<file path="src/rtl/game_timer_ctrl.sv">
// game_timer_ctrl: gameplay countdown with 1 Hz prescaler, BCD display digits, bonus time and low-time blink
module game_timer_ctrl #(
    parameter int CLK_FREQ    = 31500000,
    parameter int LEVEL1_SECS = 120,
    parameter int LEVEL2_SECS = 90,
    parameter int WARN_SECS   = 10,
    parameter int BONUS_SECS  = 15
) (
    input  logic       clk,
    input  logic       resetN,
    input  logic [1:0] level_sel,
    input  logic       load,
    input  logic       game_on,
    input  logic       pause,
    input  logic       bonus,
    output logic       one_sec_pulse,
    output logic [9:0] secs_left,
    output logic [3:0] min_bcd,
    output logic [3:0] sec_tens_bcd,
    output logic [3:0] sec_ones_bcd,
    output logic       timer_ended,
    output logic       warning,
    output logic       blink
);
    localparam int CW       = (CLK_FREQ > 1) ? $clog2(CLK_FREQ) : 1;
    localparam int MAX_SECS = 599;
    localparam int B_MIN    = BONUS_SECS / 60;
    localparam int B_TENS   = (BONUS_SECS % 60) / 10;
    localparam int B_ONES   = BONUS_SECS % 10;
    localparam int L1_MIN   = LEVEL1_SECS / 60;
    localparam int L1_TENS  = (LEVEL1_SECS % 60) / 10;
    localparam int L1_ONES  = LEVEL1_SECS % 10;
    localparam int L2_MIN   = LEVEL2_SECS / 60;
    localparam int L2_TENS  = (LEVEL2_SECS % 60) / 10;
    localparam int L2_ONES  = LEVEL2_SECS % 10;

    typedef enum logic [2:0] {IDLE, LOADED, RUNNING, PAUSED, EXPIRED} state_t;

    state_t        state, nxt_state;
    logic [CW-1:0] cnt;
    logic          tick, bonus_en, dec, sat, lvl2, nxt_warn;
    logic [9:0]    nxt_secs;
    logic [3:0]    nxt_min, nxt_tens, nxt_ones;
    int            sum, ones_i, tens_i, min_i;

    assign one_sec_pulse = (cnt == CW'(CLK_FREQ - 1));

    always_comb begin
        tick     = one_sec_pulse && (state == RUNNING);
        bonus_en = bonus && !load && (state inside {LOADED, RUNNING, PAUSED});
        // a tick at zero only counts when a bonus lands with it
        dec      = tick && (secs_left != '0 || bonus_en);
        lvl2     = (level_sel == 2'd2);
        sum      = int'(secs_left) + (bonus_en ? BONUS_SECS : 0) - (dec ? 1 : 0);
        ones_i   = int'(sec_ones_bcd) + (bonus_en ? B_ONES : 0) - (dec ? 1 : 0);
        tens_i   = int'(sec_tens_bcd) + (bonus_en ? B_TENS : 0) + (ones_i < 0 ? -1 : (ones_i > 9 ? 1 : 0));
        ones_i   = ones_i < 0 ? ones_i + 10 : (ones_i > 9 ? ones_i - 10 : ones_i);
        min_i    = int'(min_bcd) + (bonus_en ? B_MIN : 0) + (tens_i < 0 ? -1 : (tens_i > 5 ? 1 : 0));
        tens_i   = tens_i < 0 ? tens_i + 6 : (tens_i > 5 ? tens_i - 6 : tens_i);
        sat      = sum > MAX_SECS;
        nxt_secs = load ? (lvl2 ? 10'(LEVEL2_SECS) : 10'(LEVEL1_SECS)) : (sat ? 10'(MAX_SECS) : 10'(sum));
        nxt_min  = load ? (lvl2 ? 4'(L2_MIN) : 4'(L1_MIN)) : (sat ? 4'd9 : 4'(min_i));
        nxt_tens = load ? (lvl2 ? 4'(L2_TENS) : 4'(L1_TENS)) : (sat ? 4'd5 : 4'(tens_i));
        nxt_ones = load ? (lvl2 ? 4'(L2_ONES) : 4'(L1_ONES)) : (sat ? 4'd9 : 4'(ones_i));
        nxt_state = state;
        case (state)
            LOADED:  nxt_state = (game_on && !pause) ? RUNNING : LOADED;
            RUNNING: nxt_state = (secs_left == '0 && !bonus_en) ? EXPIRED :
                                 ((pause || !game_on) ? PAUSED : RUNNING);
            PAUSED:  nxt_state = (game_on && !pause) ? RUNNING : PAUSED;
            default: nxt_state = state;
        endcase
        if (load) nxt_state = LOADED;
        nxt_warn = !load && (nxt_state != EXPIRED) && (nxt_secs != '0) && (int'(nxt_secs) <= WARN_SECS);
    end

    always_ff @(posedge clk) begin
        if (!resetN) begin
            state        <= IDLE;
            cnt          <= '0;
            secs_left    <= '0;
            min_bcd      <= '0;
            sec_tens_bcd <= '0;
            sec_ones_bcd <= '0;
            timer_ended  <= 1'b0;
            warning      <= 1'b0;
            blink        <= 1'b0;
        end else begin
            state        <= nxt_state;
            cnt          <= (load || one_sec_pulse) ? '0 : cnt + 1'b1;
            secs_left    <= nxt_secs;
            min_bcd      <= nxt_min;
            sec_tens_bcd <= nxt_tens;
            sec_ones_bcd <= nxt_ones;
            timer_ended  <= (nxt_state == EXPIRED);
            warning      <= nxt_warn;
            blink        <= nxt_warn ? (blink ^ (warning && one_sec_pulse)) : 1'b0;
        end
    end
endmodule

</file>
<file path="config.mk">
export PLATFORM = sky130hd
export DESIGN_NAME = game_timer_ctrl
export DESIGN_NICKNAME = d
export VERILOG_FILES = /design/src/rtl/game_timer_ctrl.sv
export SDC_FILE = /design/constraint.sdc
export NUM_CORES = 1
export LEC_CHECK = 0
export BUFFER_PORTS_ARGS = -buffer_cell sky130_fd_sc_hd__buf_4
export CORE_MARGIN = 5
export CORE_UTILIZATION = 60
export DETAILED_ROUTE_END_ITERATION = 16
export GPL_ROUTABILITY_DRIVEN = 0
export PLACE_DENSITY = 0.79
export REMOVE_ABC_BUFFERS = 1
export SKIP_CTS_REPAIR_TIMING = 1
export SYNTH_ARGS = -nofsm -noshare
export SYNTH_HDL_FRONTEND = slang
export SYNTH_SLANG_ARGS = --single-unit
</file>
<file path="constraint.sdc">
create_clock -name clk -period 10.4 [get_ports clk]
set_input_delay 2.08 -clock clk [delete_from_list [all_inputs] [get_ports clk]]
set_output_delay 2.08 -clock clk [all_outputs]
set_load 0.1 [all_outputs]
</file>
* After elaboration in Yosys (flattened, before gate mapping)
Index checks and enable logic that the tools add are counted.
Storage, ports and cells: register bits after elaboration 53, input port bits 8, output and inout bits 26, word-level logic and storage cells 90
Cells by class: $add $sub $neg 12, order comparisons 6, eq/ne operators 7, multiplexer cells 28, bitwise gates (word level) 2, reductions and logical operators 25
Operator list (number):
- $mux W4 | 11
- $add A6 B32 Y32 | 1
- $gt A32 B11 Y1 const B | 1
- $gt A32 B4 Y1 const B | 1
- $lt A32 B1 Y1 const B | 1
- $mux W32 | 1
- $sub A12 B32 Y32 | 1
- $add A25 B1 Y25 const B | 1
- $eq A25 B25 Y1 const B | 1
- $mux W10 | 2
- $reduce_bool A10 Y1 | 2
- $add A10 B4 Y11 | 1
- $le A10 B4 Y1 const B | 1
- $logic_and A1 B1 Y1 | 10
- $logic_not A10 Y1 | 1
- $mux W3 | 3
- $pmux W3 S3 | 1
- $add A4 B4 Y4 const B | 2
- $sub A4 B4 Y4 const B | 2
- $eq A3 B2 Y1 const B | 2
- $gt A6 B5 Y1 const B | 1
- $lt A6 B1 Y1 const B | 1
- $mux W1 | 6
- $mux W2 | 3
- other kinds (17) | 23

* Logic depth before layout (Yosys ltp)
depth after elaboration 17, mapped depth 33, gate-level depth less buffers 33

* Worst setup path after synthesis
OpenSTA, ideal clock, no wires.
path kind input port to flip-flop, from input load, to register min_bcd[1], setup time 0.076 ns, arrival time 8.030 ns, required time 10.324 ns, path slack 2.295 ns, cell stages on the path 31, buffers on the path 0, cell sequence or3b_1 -> o211a_1 -> a21boi_0 -> nand2_1 -> nand2b_1 -> nand2_1 -> ha_1 -> inv_1 -> fa_1 -> nor2b_1 -> o21ai_0 -> and3_1 -> a211oi_1 -> nand2_1 -> ha_1 -> fa_1 -> a21o_1 -> a21oi_1 -> nor2b_1 -> o21ai_0 -> ha_1 -> nand4_1 -> nor4b_1 -> nand3_1 -> a2111oi_0 -> o21ai_1 -> ha_1 -> inv_1 -> fa_1 -> a211o_1 -> a21boi_0
On the way: cells in the longest elaborated chain, start to end 17, elaborated cells between the ends (all ways) 27, classes of those cells add/sub: 7; order compare: 5; mux: 10; reduce/logical: 5
RTL lines:
- start, declared | line 12 | input logic load,
- parallel branches: the longest is 16 deep, another holds $add A6 B32 Y32
- $mux W4 (*) | line 62 | nxt_min = load ? (lvl2 ? 4'(L2_MIN) : 4'(L1_MIN)) : (sat ? 4'd9 : 4'(min_i));
- end signal, assigned | line 92 | min_bcd <= nxt_min;
- end, declared | line 18 | output logic [3:0] min_bcd,
Mark *: on every way between the ends. A chain may end at the register's enable or synchronous reset.

* Worst setup path in the final report
Same ends and word-level chain as after synthesis.

==> summary.txt <==
Floorplanning
  – Num ports: 34
  – Die Height: 90.74 µm
  – Core region area: 6350 µm²
  – Starting density of the core: 0.6160
  – FP Rows: 29
  – Die Width: 90.74 µm
  – Full die area: 8234 µm²

Clock tree
  – CTS buffer count: 5
  – CTS sink cnt: 53
  – Clock Latency Late Sink: 0.32 ns
  – Max Root-Sink Buffers: 2
  – CTS tree: done
  – H-Tree Depth: 2
  – Clock transition at path regs: 0.10 ns
  – Root buf cell: clkbuf_8

STA
  – Maximum clock frequency: 115.5 MHz
  – Unrepaired setup endpoints after global routing: false
  – Min Clock Period, post-route: 8.656 ns
  – Hold Fails Final Rpt: 0
  – Fin. max-slew vios: 0
  – Worst Skew: 0.01628 ns
  – Final setup viols: 0
  – Worst Tran Pin Value: 0.7627 ns
  – Max-slew headroom: 0.4903
  – Fin crit share: 0.8323
  – Setup Total Neg Slack: 0 ns

Synth
  – Synth cell types: 58
  – Top cells by area, synth: dfxtp_1 27%, ha_1 12%, xnor2_1 6.7%
  – Post-synth EDFFs: 0
  – Synth Area per Inst: 8.200 µm²
  – Post-synthesis sequential area ratio: 0.2713
  – Yosys reg bits: 53
  – Asr flop ratio synth: 0
  – Area leader, netlist: dfxtp_1
  – Yosys top cell area share: 0.2713
  – Synth warnings: 0
  – Post-synth top cells: 60 x nor2_1, 53 x dfxtp_1, 39 x ha_1
  – Most common cell in the netlist: nor2_1
  – Top FF cell, synth: dfxtp_1
  – Post-Syn Area: 3911 µm²
  – Mapped Cells: 477

Setup path
  – CP Max Fanout: 12
  – Critical Path Slowest Stage Cell: or3b_1
  – CP max stage delay: 0.43 ns
  – Startpoint types: input pin
  – Crit Path Class: input pin to flip-flop
  – Most frequent CP cell: ha_1
  – Critical Path RT: 10.64 ns
  – Arr. time, crit path: 8.89 ns
  – CP endpoint kind: flip-flop

Finish
  – Filler cell count: 546
  – Sequential cell area: 1061 µm²
  – Final net count: 560
  – Area occupied by multi-input gates: 2700 µm²
  – Layout area overhead: 11.26%
  – Antenna cells: 0
  – Utilization after layout: 0.6853
  – Layout cell share with drive strength beyond 1: 0.1078

Global routing
  – Tot GR Track Use: 0.2247
  – Grt ovf: 0
  – Initial antenna violation count: 0
  – Vias in the first global route: 3,452
  – First-pass GRT wire length: 15,790 µm
  – Largest net degree at the start of global routing: 25

Placement
  – Detail Placement HPWL: 6950 µm
  – Port Buffers: 33

Drt
  – DR pass1 iterations: 5
  – Final wirelength: 9301 µm
  – Post-route ant nets: 0
  – Vias/cell: 6.043
  – Iter 0 DRT Violations: 191
  – Post-route DRC: 0
  – Vias: 3,547
  – WL/cell: 15.84 µm

Outcome
  – Status: completed

Pwr
  – Clock share of power: 0.155
  – Sequential power share: 0.217
  – Pwr dens: 250.3 nW/µm²
  – Leakage: 1.854 nW
  – Sw Ratio: 0.4767
  – Net Sw Power: 0.0005193 W
  – Maximum VDD drop: 240.1 µV
  – P_int: 0.0005700 W
  – Comb pwr share: 0.627

Flow run
  – Max-cap violation count: 0

Min path
  – Hold WC Path Type: flip-flop to flip-flop
==> flip-flops by register name, indices dropped and copies added (netlist names) <==
name and count:
blink 1, cnt 25, min_bcd 4, sec_ones_bcd 4
sec_tens_bcd 4, secs_left 10, state 3, timer_ended 1
warning 1
==> layer usage <==
layer	routed length, µm	up-vias	share of wire	GRT usage
li1	-	1752	-	-
met1	4069	1662	0.44	0.2840
met2	4453	112	0.48	0.3795
met3	577	21	0.062	0.04750
met4	201	0	0.022	0.07072
met5	0	-	0	0
==> per-stage QoR <==
stage | total power, W | setup WS (ns) | hold WS [ns] | std cells | cell area [µm²]
final | 0.001089 | 1.744 | 0.4705 | 587 | 4352
after global placement | 0.0009025 | 1.823 | 0.4445 | 579 | 4218
after floorplan | 0.0007921 | 2.295 | 0.4302 | 469 | 3874
after detailed placement | 0.0009208 | 1.490 | 0.4535 | 579 | 4218
after CTS | 0.001091 | 1.767 | 0.4772 | 587 | 4352
after global routing | 0.001185 | 0.9555 | 0.5097 | 587 | 4352
==> power groups by stage <==
stage          logic, W  registers (W)  clock network (W)
3_3_place_gp   0.000661       0.000241                  0
5_1_grt        0.000765       0.000240           0.000180
6_report       0.000683       0.000237           0.000169
2_1_floorplan  0.000438       0.000354                  0
4_1_cts        0.000684       0.000237           0.000170
3_5_place_dp   0.000679       0.000242                  0
==> path summary, 6_finish.rpt <==
kind / startpoint / end / slack, ns / cells after the start
worst max register to register: cnt[5]$_SDFF_PP0_ / min_bcd[1]$_SDFF_PN0_ / 2.76 / 32
worst min register to register: cnt[0]$_SDFF_PP0_ / cnt[0]$_SDFF_PP0_ / 0.47 / 1
worst max-delay path: load / min_bcd[1]$_SDFF_PN0_ / 1.74 / 32
worst min-delay path: cnt[0]$_SDFF_PP0_ / cnt[0]$_SDFF_PP0_ / 0.47 / 1
==> cells by family after synthesis <==
logic type / share of synthesized area
AND/OR/NAND/NOR: 0.2783
XOR/XNOR: 0.1142
adder cells (fa/ha/maj): 0.1452
flip-flops: 0.2713
buffers and inverters: 0.03839
AO/OA/AOI/OAI: 0.1443
multiplexers: 0.008317
==> placed cells by master (no fill, tap or decap), types with 6 or more instances in the layout <==
master | Yosys | final
a21o_1 | 7 | 7
dfxtp_1 | 53 | 53
ha_1 | 39 | 39
nand3_1 | 16 | 16
nand4_1 | 9 | 9
nand2b_1 | 11 | 11
nor2b_1 | 6 | 6
and3_1 | 14 | 14
buf_4 | 0 | 33
nor2_1 | 60 | 60
a21oi_1 | 23 | 23
o21ai_0 | 10 | 10
a31oi_1 | 6 | 6
nor4_1 | 7 | 7
xnor2_1 | 30 | 30
nor3_1 | 10 | 10
inv_1 | 30 | 30
nand2_1 | 37 | 37
xor2_1 | 21 | 21
==> area by class of cell <==
class                           count  area share
Clock buffer                        5     0.01581
Inverter                           30     0.02588
Clock inverter                      3     0.01495
Timing Repair Buffer               33     0.05693
Tap cell                           77     0.02214
Sequential cell                    53      0.2438
Multi-Input combinational cell    386      0.6205
==> critical path, delay by kind of cell <==
kind / cells / cell delay [ns]
adders and majority gates: 7 / 1.99
and+or+nand+nor: 11 / 1.92
AOI/OAI and AO/OA: 11 / 2.59
buffers and inverters: 3 / 0.29
Power figures use the tool's default switching activity.
